===== src/rtl/invaders_pkg.sv =====
// Shared definitions for the invaders game blocks: shot FSM states, key codes
// and screen geometry.
package invaders_pkg;

  typedef enum logic [1:0] {
    IDLE     = 2'd0,
    FLIGHT   = 2'd1,
    COOLDOWN = 2'd2
  } shot_state_t;

  localparam logic [7:0] KEY_SPACE = 8'h2C;
  localparam logic [7:0] KEY_LEFT  = 8'h04;
  localparam logic [7:0] KEY_RIGHT = 8'h07;

  localparam int unsigned SCREEN_X_MAX = 639;
  localparam int unsigned SCREEN_Y_MAX = 479;

  // Widened by one bit so y_min + step can never wrap near the top of the range.
  function automatic logic reached_top(input logic [9:0] y,
                                       input logic [9:0] y_min,
                                       input logic [9:0] step);
    return {1'b0, y} < ({1'b0, y_min} + {1'b0, step});
  endfunction

endpackage


===== src/rtl/player_shot_ctrl_if.sv =====
// Signals between the shot controller and the keyboard/player, collision and
// drawing logic.
interface player_shot_ctrl_if;
  logic [7:0] keycode;
  logic [9:0] player_X;
  logic       game_enable;
  logic       hit;
  logic [9:0] bullet_X;
  logic [9:0] bullet_Y;
  logic       bullet_active;
  logic       shot_fired;
  logic       shot_missed;
  logic       busy;

  modport master (
    output keycode, player_X, game_enable, hit,
    input  bullet_X, bullet_Y, bullet_active, shot_fired, shot_missed, busy
  );

  modport slave (
    input  keycode, player_X, game_enable, hit,
    output bullet_X, bullet_Y, bullet_active, shot_fired, shot_missed, busy
  );
endinterface


===== src/rtl/key_edge_detect.sv =====
// Registered rising-edge detector on "keycode equals KEY". RST_VAL = 1 makes
// a key held through reset look already pressed, so it must be released first.
module key_edge_detect #(
  parameter logic [7:0] KEY     = 8'h2C,
  parameter logic       RST_VAL = 1'b1
) (
  input  logic       clk,
  input  logic       rst,
  input  logic [7:0] keycode,
  output logic       rise
);

  logic pressed;
  logic pressed_prev;

  assign pressed = (keycode == KEY);

  always_ff @(posedge clk) begin
    if (rst) pressed_prev <= RST_VAL;
    else     pressed_prev <= pressed;
  end

  assign rise = pressed & ~pressed_prev;

endmodule


===== src/rtl/player_shot_ctrl.sv =====
// Player bullet sequencer: one-shot fire on key press, per-frame upward travel,
// retirement on hit or at the top, then a cooldown before the next shot.
//
// state    | meaning
// IDLE     | no bullet; a fresh fire press with game_enable launches
// FLIGHT   | bullet drawn and collidable, moving up one step per frame
// COOLDOWN | bullet retired; counter runs down before re-arming
module player_shot_ctrl
  import invaders_pkg::*;
#(
  parameter logic [7:0] FIRE_KEY        = KEY_SPACE,
  parameter logic [9:0] BULLET_Y_START  = 10'd440,
  parameter logic [9:0] BULLET_Y_MIN    = 10'd0,
  parameter logic [9:0] BULLET_Y_STEP   = 10'd4,
  parameter logic [7:0] COOLDOWN_FRAMES = 8'd15
) (
  input  logic         frame_clk,
  input  logic         Reset,
  player_shot_ctrl_if.slave bus
);

  shot_state_t state;
  logic [9:0]  bullet_x_q;
  logic [9:0]  bullet_y_q;
  logic        active_q;
  logic        fired_q;
  logic        missed_q;
  logic [7:0]  cool_cnt;
  logic        fire_req;

  key_edge_detect #(
    .KEY     (FIRE_KEY),
    .RST_VAL (1'b1)
  ) u_fire_edge (
    .clk     (frame_clk),
    .rst     (Reset),
    .keycode (bus.keycode),
    .rise    (fire_req)
  );

  always_ff @(posedge frame_clk) begin
    if (Reset) begin
      state      <= IDLE;
      bullet_x_q <= 10'd0;
      bullet_y_q <= BULLET_Y_START;
      active_q   <= 1'b0;
      fired_q    <= 1'b0;
      missed_q   <= 1'b0;
      cool_cnt   <= 8'd0;
    end else begin
      fired_q  <= 1'b0;
      missed_q <= 1'b0;
      unique case (state)
        IDLE: begin
          if (bus.game_enable && fire_req) begin
            state      <= FLIGHT;
            bullet_x_q <= bus.player_X;
            bullet_y_q <= BULLET_Y_START;
            active_q   <= 1'b1;
            fired_q    <= 1'b1;
          end
        end
        FLIGHT: begin
          if (!bus.game_enable) begin
            state    <= IDLE;
            active_q <= 1'b0;
          end else if (bus.hit || reached_top(bullet_y_q, BULLET_Y_MIN, BULLET_Y_STEP)) begin
            // A hit on the last visible frame still counts as a hit, not a miss.
            active_q <= 1'b0;
            missed_q <= ~bus.hit;
            if (COOLDOWN_FRAMES == 8'd0) begin
              state <= IDLE;
            end else begin
              state    <= COOLDOWN;
              cool_cnt <= COOLDOWN_FRAMES;
            end
          end else begin
            bullet_y_q <= bullet_y_q - BULLET_Y_STEP;
          end
        end
        COOLDOWN: begin
          if (!bus.game_enable) begin
            state    <= IDLE;
            cool_cnt <= 8'd0;
          end else begin
            cool_cnt <= cool_cnt - 8'd1;
            if (cool_cnt == 8'd1) state <= IDLE;
          end
        end
        default: state <= IDLE;
      endcase
    end
  end

  assign bus.bullet_X      = bullet_x_q;
  assign bus.bullet_Y      = bullet_y_q;
  assign bus.bullet_active = active_q;
  assign bus.shot_fired    = fired_q;
  assign bus.shot_missed   = missed_q;
  assign bus.busy          = (state != IDLE);

endmodule

===== src/flat_wrapper.sv =====
// flat-port wrapper written by rule: the top's interface ports become plain ports
module player_shot_ctrl_flat import invaders_pkg::*;
#(
  parameter logic [7:0] FIRE_KEY        = KEY_SPACE,
  parameter logic [9:0] BULLET_Y_START  = 10'd440,
  parameter logic [9:0] BULLET_Y_MIN    = 10'd0,
  parameter logic [9:0] BULLET_Y_STEP   = 10'd4,
  parameter logic [7:0] COOLDOWN_FRAMES = 8'd15
)
  (frame_clk, Reset, bus_keycode, bus_player_X, bus_game_enable, bus_hit, bus_bullet_X, bus_bullet_Y, bus_bullet_active, bus_shot_fired, bus_shot_missed, bus_busy);
  player_shot_ctrl_if bus_i ();
  input  logic frame_clk;
  input  logic Reset;
  input wire logic [$bits(bus_i.keycode)-1:0] bus_keycode;
  input wire logic [$bits(bus_i.player_X)-1:0] bus_player_X;
  input wire logic [$bits(bus_i.game_enable)-1:0] bus_game_enable;
  input wire logic [$bits(bus_i.hit)-1:0] bus_hit;
  output wire logic [$bits(bus_i.bullet_X)-1:0] bus_bullet_X;
  output wire logic [$bits(bus_i.bullet_Y)-1:0] bus_bullet_Y;
  output wire logic [$bits(bus_i.bullet_active)-1:0] bus_bullet_active;
  output wire logic [$bits(bus_i.shot_fired)-1:0] bus_shot_fired;
  output wire logic [$bits(bus_i.shot_missed)-1:0] bus_shot_missed;
  output wire logic [$bits(bus_i.busy)-1:0] bus_busy;
  assign bus_i.keycode = bus_keycode;
  assign bus_i.player_X = bus_player_X;
  assign bus_i.game_enable = bus_game_enable;
  assign bus_i.hit = bus_hit;
  assign bus_bullet_X = bus_i.bullet_X;
  assign bus_bullet_Y = bus_i.bullet_Y;
  assign bus_bullet_active = bus_i.bullet_active;
  assign bus_shot_fired = bus_i.shot_fired;
  assign bus_shot_missed = bus_i.shot_missed;
  assign bus_busy = bus_i.busy;
  player_shot_ctrl #(.FIRE_KEY(FIRE_KEY), .BULLET_Y_START(BULLET_Y_START), .BULLET_Y_MIN(BULLET_Y_MIN), .BULLET_Y_STEP(BULLET_Y_STEP), .COOLDOWN_FRAMES(COOLDOWN_FRAMES)) u_core (.frame_clk(frame_clk), .Reset(Reset), .bus(bus_i));
endmodule

===== config.mk =====
export PLATFORM = sky130hd
export DESIGN_NAME = player_shot_ctrl_flat
export DESIGN_NICKNAME = d
export VERILOG_FILES = /design/src/rtl/invaders_pkg.sv /design/src/rtl/player_shot_ctrl_if.sv /design/src/rtl/key_edge_detect.sv /design/src/rtl/player_shot_ctrl.sv /design/src/flat_wrapper.sv
export SDC_FILE = /design/constraint.sdc
export NUM_CORES = 1
export LEC_CHECK = 0
export ABC_AREA = 1
export ABC_CLOCK_PERIOD_IN_PS = 1720
export CORE_AREA = 2 2 46 69
export CTS_CLUSTER_SIZE = 8
export DETAILED_ROUTE_END_ITERATION = 7
export DIE_AREA = 0 0 48 71
export DONT_BUFFER_PORTS = 1
export GPL_TIMING_DRIVEN = 0
export PLACE_DENSITY = 0.81
export SYNTH_ARGS = -nofsm -noshare
export SYNTH_HDL_FRONTEND = slang
export SYNTH_SLANG_ARGS = --single-unit

===== constraint.sdc =====
create_clock -name frame_clk -period 1.72 [get_ports frame_clk]
set_input_delay 0.344 -clock frame_clk [delete_from_list [all_inputs] [get_ports frame_clk]]
set_output_delay 0.344 -clock frame_clk [all_outputs]
set_load 0.01 [all_outputs]

==> results <==
- The flow ran to the end, and the final reports show no timing, DRC or antenna violations.
- The post-synthesis cell type count is 26.
- The power density over cell area is 773.4 nW/um^2.
- The net switching power of the design is roughly 0.32 mW.
- Counting instances in the post-synthesis netlist gives the leading cell types as sky130_fd_sc_hd__nand2_1, sky130_fd_sc_hd__dfxtp_1, sky130_fd_sc_hd__inv_1, sky130_fd_sc_hd__nand3_1, sky130_fd_sc_hd__nor2_1.
- The violation count after the first detailed-routing iteration is 27.
- The placeable core area is 2853 um^2.
- Counting buffers and inverters, the worst setup path is 10 cells deep.
- The final layout contains 273 nets.
- The H-tree was split into 2 levels.
- Of the total power, combinational logic draws 2.7%.
- The synthesized design devotes to its leading area cell type 39.72% of total area.
- The maximum number of buffers from clock root to sink is 2.
- The headroom to the max-slew limit is 64.57%.
- The number of failing setup endpoints in the final timing report is 0.
- The type of origin of the critical path is a flip-flop.
- The launching instance or port of the critical path is u_core.bus.bullet_Y[2].
- Summed over all instances, the cell type with the most area after synthesis is sky130_fd_sc_hd__dfxtp_1.
- The largest net degree at the start of global routing is 13.
- By area the synthesized netlist is led by sky130_fd_sc_hd__dfxtp_1, sky130_fd_sc_hd__nand2_1, sky130_fd_sc_hd__nand3_1.
- Internal power comes to 1.040 mW.
- Counting flops with a built-in enable in the synthesized netlist gives 0.
- Along the worst hold path, the cell count comes to 2.
- The number of synthesized register bits is 32.
- Compared with the post-synthesis result, the final layout area differs by 9.154%.
- Of all nets on the critical path, the largest fanout is 8.
- Counting cells, the worst reg-to-reg path comes to 10.
- After layout, the worst path uses 90.51% of the clock period.
- Registers are responsible for between 50 and 60% of the overall power.
- The clock net in this run drives a total of 32 sinks.
- After detailed routing, the number of remaining DRC violations is 0.
- The count of synthesis-stage warnings from yosys is 0.
- After detailed routing, the average wire length per cell comes to 11.32 um.
- The global-route usage over all layers is 21.62%.
- The highest attainable clock frequency is 642.3 MHz.
- TritonCTS built the clock tree.
- At the worst endpoint, the arrival time is 1.74 ns.
- The required time at the endpoint of the critical path is between 1.5 and 2 ns.
- The transition time of the tightest slew-check pin is ~0.53 ns.
- The gate family responsible for the most delay along the worst path is simple AND/OR/NAND/NOR gates.
- Across the VDD grid, the largest voltage drop is about 0.56 mV.
- The top-level I/O count is 46.
- In the synthesized netlist the dominant register cell turns out to be sky130_fd_sc_hd__dfxtp_1.
- The worst setup path category is reg -> reg.
- The dominant cell by count in the synthesized netlist is sky130_fd_sc_hd__nand2_1.
- Before antenna repair, the detailed router went through 5 iterations.
- The number of I/O port buffers is 0.
- The buffering stage count on the worst path with inverters included is 2.
- The insertion delay of the later-clocked pin in the worst-skew pair is between 0.2 and 0.3 ns.
- The delay of the slowest cell on the worst path is 0.38 ns.
- After detailed routing, the number of vias per cell comes to 5.038.
- The number of hold-slack violations in the final timing report came to 0.
- The number of global-route vias before repair is about 1,300.
- Summed over all layers, the global routing overflow is 0.
- The number of slew-limit violations in the final report was 0.
- Once the floorplan was initialized, standard cells occupied 56.54% of the core.
- The most numerous cell on the critical path is sky130_fd_sc_hd__nand2_1.
- CTS placed an instance of sky130_fd_sc_hd__clkbuf_8 at the clock tree root.
- The startpoint identified for the worst register-to-register timing path is u_core.bus.bullet_Y[2].
- Measured along the y axis, the die boundary spans 71 um.
- The cell count after synthesis is 240.
- The overall power consumption is 1.362 mW.
- The static leakage power is 0.8430 nW.
- Setup repair after global routing left no endpoint under its margin.
- The overall die area is 3408 um^2.
- The routed via count is approximately 1,500.
- Net switching is 23.63% of the power.
- The initial antenna violation count is 0.
- The startpoint identified for the worst hold timing path is bus_player_X[7].
- The first global-routing pass estimated 5.368 mm of wire.
- The floorplan die width is 48 um.
- The worst setup path is captured at a flip-flop.
- In this run the core area contains 24 standard-cell rows.
- Among all stages on the critical path, the largest delay is contributed by sky130_fd_sc_hd__dfxtp_2.
- For this block, the routed nets add up to 3.261 mm of wire.
- After synthesis, the share of flip-flops with an asynchronous set or reset is 0%.
- The clock period minus worst slack is 1.557 ns.
- The number of nets with antenna violations after routing is 0.
- In this run the cell area of the synthesized design comes to between 1500 and 2000 um^2.
- The placer congestion estimate is 0.8403.
- The hold buffer count at CTS is 0.
- Of the total power, the clock network draws 42.7%.
- For this run, the register share of the synthesized area comes to 39.72%.
- The tool flagged a number of max-cap violations equal to 0.
- The kind of path behind the tightest hold check is in -> reg.
- The clock slew at the register clock pins of the worst setup and hold paths is 0.07 ns.
- 0 antenna diodes ended up in the layout.
- The detailed-placement wirelength estimate is 2.438 mm.
- The setup clock skew after layout is around 0.0073 ns.
- After synthesis, the mean cell area works out to 6.720 um^2.
- The number of buffers created by CTS is 5.
- The fraction of layout cells with a size suffix above 1 is 14.86%.
- The signal on the critical path passes through inv_1 -> ha_1 -> nand2_1 -> inv_2 -> nand2_2 -> nand2_1 -> nand2_2 -> nand2_1 -> o21ai_0 -> nor2_1.
- Setup total negative slack on the finished layout was measured at 0 ns.
==> cells in the final DEF (no fill, tap or decap), drive strengths merged, types with 6 or more instances in the layout <==
| cell | n |
|---|---|
| dfxtp | 32 |
| nand3 | 28 |
| nand2 | 77 |
| a21oi | 9 |
| o21ai | 11 |
| clkbuf | 6 |
| inv | 36 |
| buf | 6 |
| nor2 | 29 |
==> what timing repair did <==
| item | in CTS | in global routing |
|---|---|---|
| setup endpoints to repair | 0 | 4 |
| resized for setup | 0 | 2 |
| buffers inserted | 0 | 0 |
==> worst reg2reg max path, cell delays in order, from the launching register on <==
cell and delay (ns):
sky130_fd_sc_hd__dfxtp_2 0.38, sky130_fd_sc_hd__inv_1 0.07, sky130_fd_sc_hd__ha_1 0.22, sky130_fd_sc_hd__nand2_1 0.12, sky130_fd_sc_hd__inv_2 0.05, sky130_fd_sc_hd__nand2_2 0.09, sky130_fd_sc_hd__nand2_1 0.08, sky130_fd_sc_hd__nand2_2 0.15
sky130_fd_sc_hd__nand2_1 0.09, sky130_fd_sc_hd__o21ai_0 0.15, sky130_fd_sc_hd__nor2_1 0.05
==> registers in the layout (all words and copies together), names as in the netlist <==
| name | count |
|---|---|
| u_core.cool_cnt | 8 |
| u_core.bus.shot_fired | 1 |
| u_core.bus.bullet_Y | 8 |
| u_core.u_fire_edge.pressed_prev | 1 |
| u_core.bus.shot_missed | 1 |
| u_core.state | 2 |
| u_core.bus.bullet_X | 10 |
| u_core.bus.bullet_active | 1 |
==> metal layers <==
metal | wire (um) | GRT usage (%)
met1 | 1271 | 23.31
met4 | 90 | 11.41
met2 | 1730 | 35.70
met5 | 0 | 0
met3 | 169 | 6.378
==> through the flow <==
stage | worst slack [ns] | hold slack (ns) | instance area, um^2 | utilization, % | std cells
after floorplan | 0.2684 | 0.4471 | 1617 | - | 241
after CTS | 0.07876 | 0.1467 | 1758 | 61.62 | 288
after global placement | 0.1127 | 0.4480 | 1665 | 58.38 | 280
final | 0.1632 | 0.1533 | 1760 | 61.71 | 288
after global routing | 0.0008726 | 0.1463 | 1760 | 61.71 | 288
after detailed placement | 0.09246 | 0.4521 | 1665 | 58.38 | 280
==> cells by family after synthesis <==
group | count (synthesis) | share of synthesized area, %
buf+inv | 43 | 11.56
flops | 32 | 39.72
fa+ha+maj | 3 | 2.328
simple gates | 139 | 38.56
compound gates | 21 | 7.060
other cells | 1 | 0.2325
xor+xnor | 1 | 0.5432
==> power groups by stage <==
stage	Combinational, mW	Clock (mW)	Sequential [mW]
after CTS	0.0369	0.597	0.743
final	0.0366	0.582	0.743
after global routing	0.0405	0.630	0.743
after detailed placement	0.0368	0	0.760
after floorplan	0.0300	0	0.760
after global placement	0.0369	0	0.760
==> worst paths after layout <==
kind	endpoint	slack, ns
min	u_core.bus.bullet_X[7]	0.15
max	u_core.cool_cnt[2]	0.16
max reg2reg	u_core.cool_cnt[2]	0.16
min reg2reg	u_core.bus.bullet_X[4]	0.50
==> layout make-up <==
| class | instances | area (um^2) |
|---|---|---|
| tap | 39 | 48.80 |
| sequential | 32 | 643.1 |
| multi-input combinational | 166 | 789.5 |
| inverter | 36 | 135.1 |
| clock inverter | 3 | 23.77 |
| clock buffer | 5 | 68.82 |
| fill | 272 | 1092 |
| buffer | 7 | 51.30 |
Note: power is estimated with default switching activity, not from simulation.
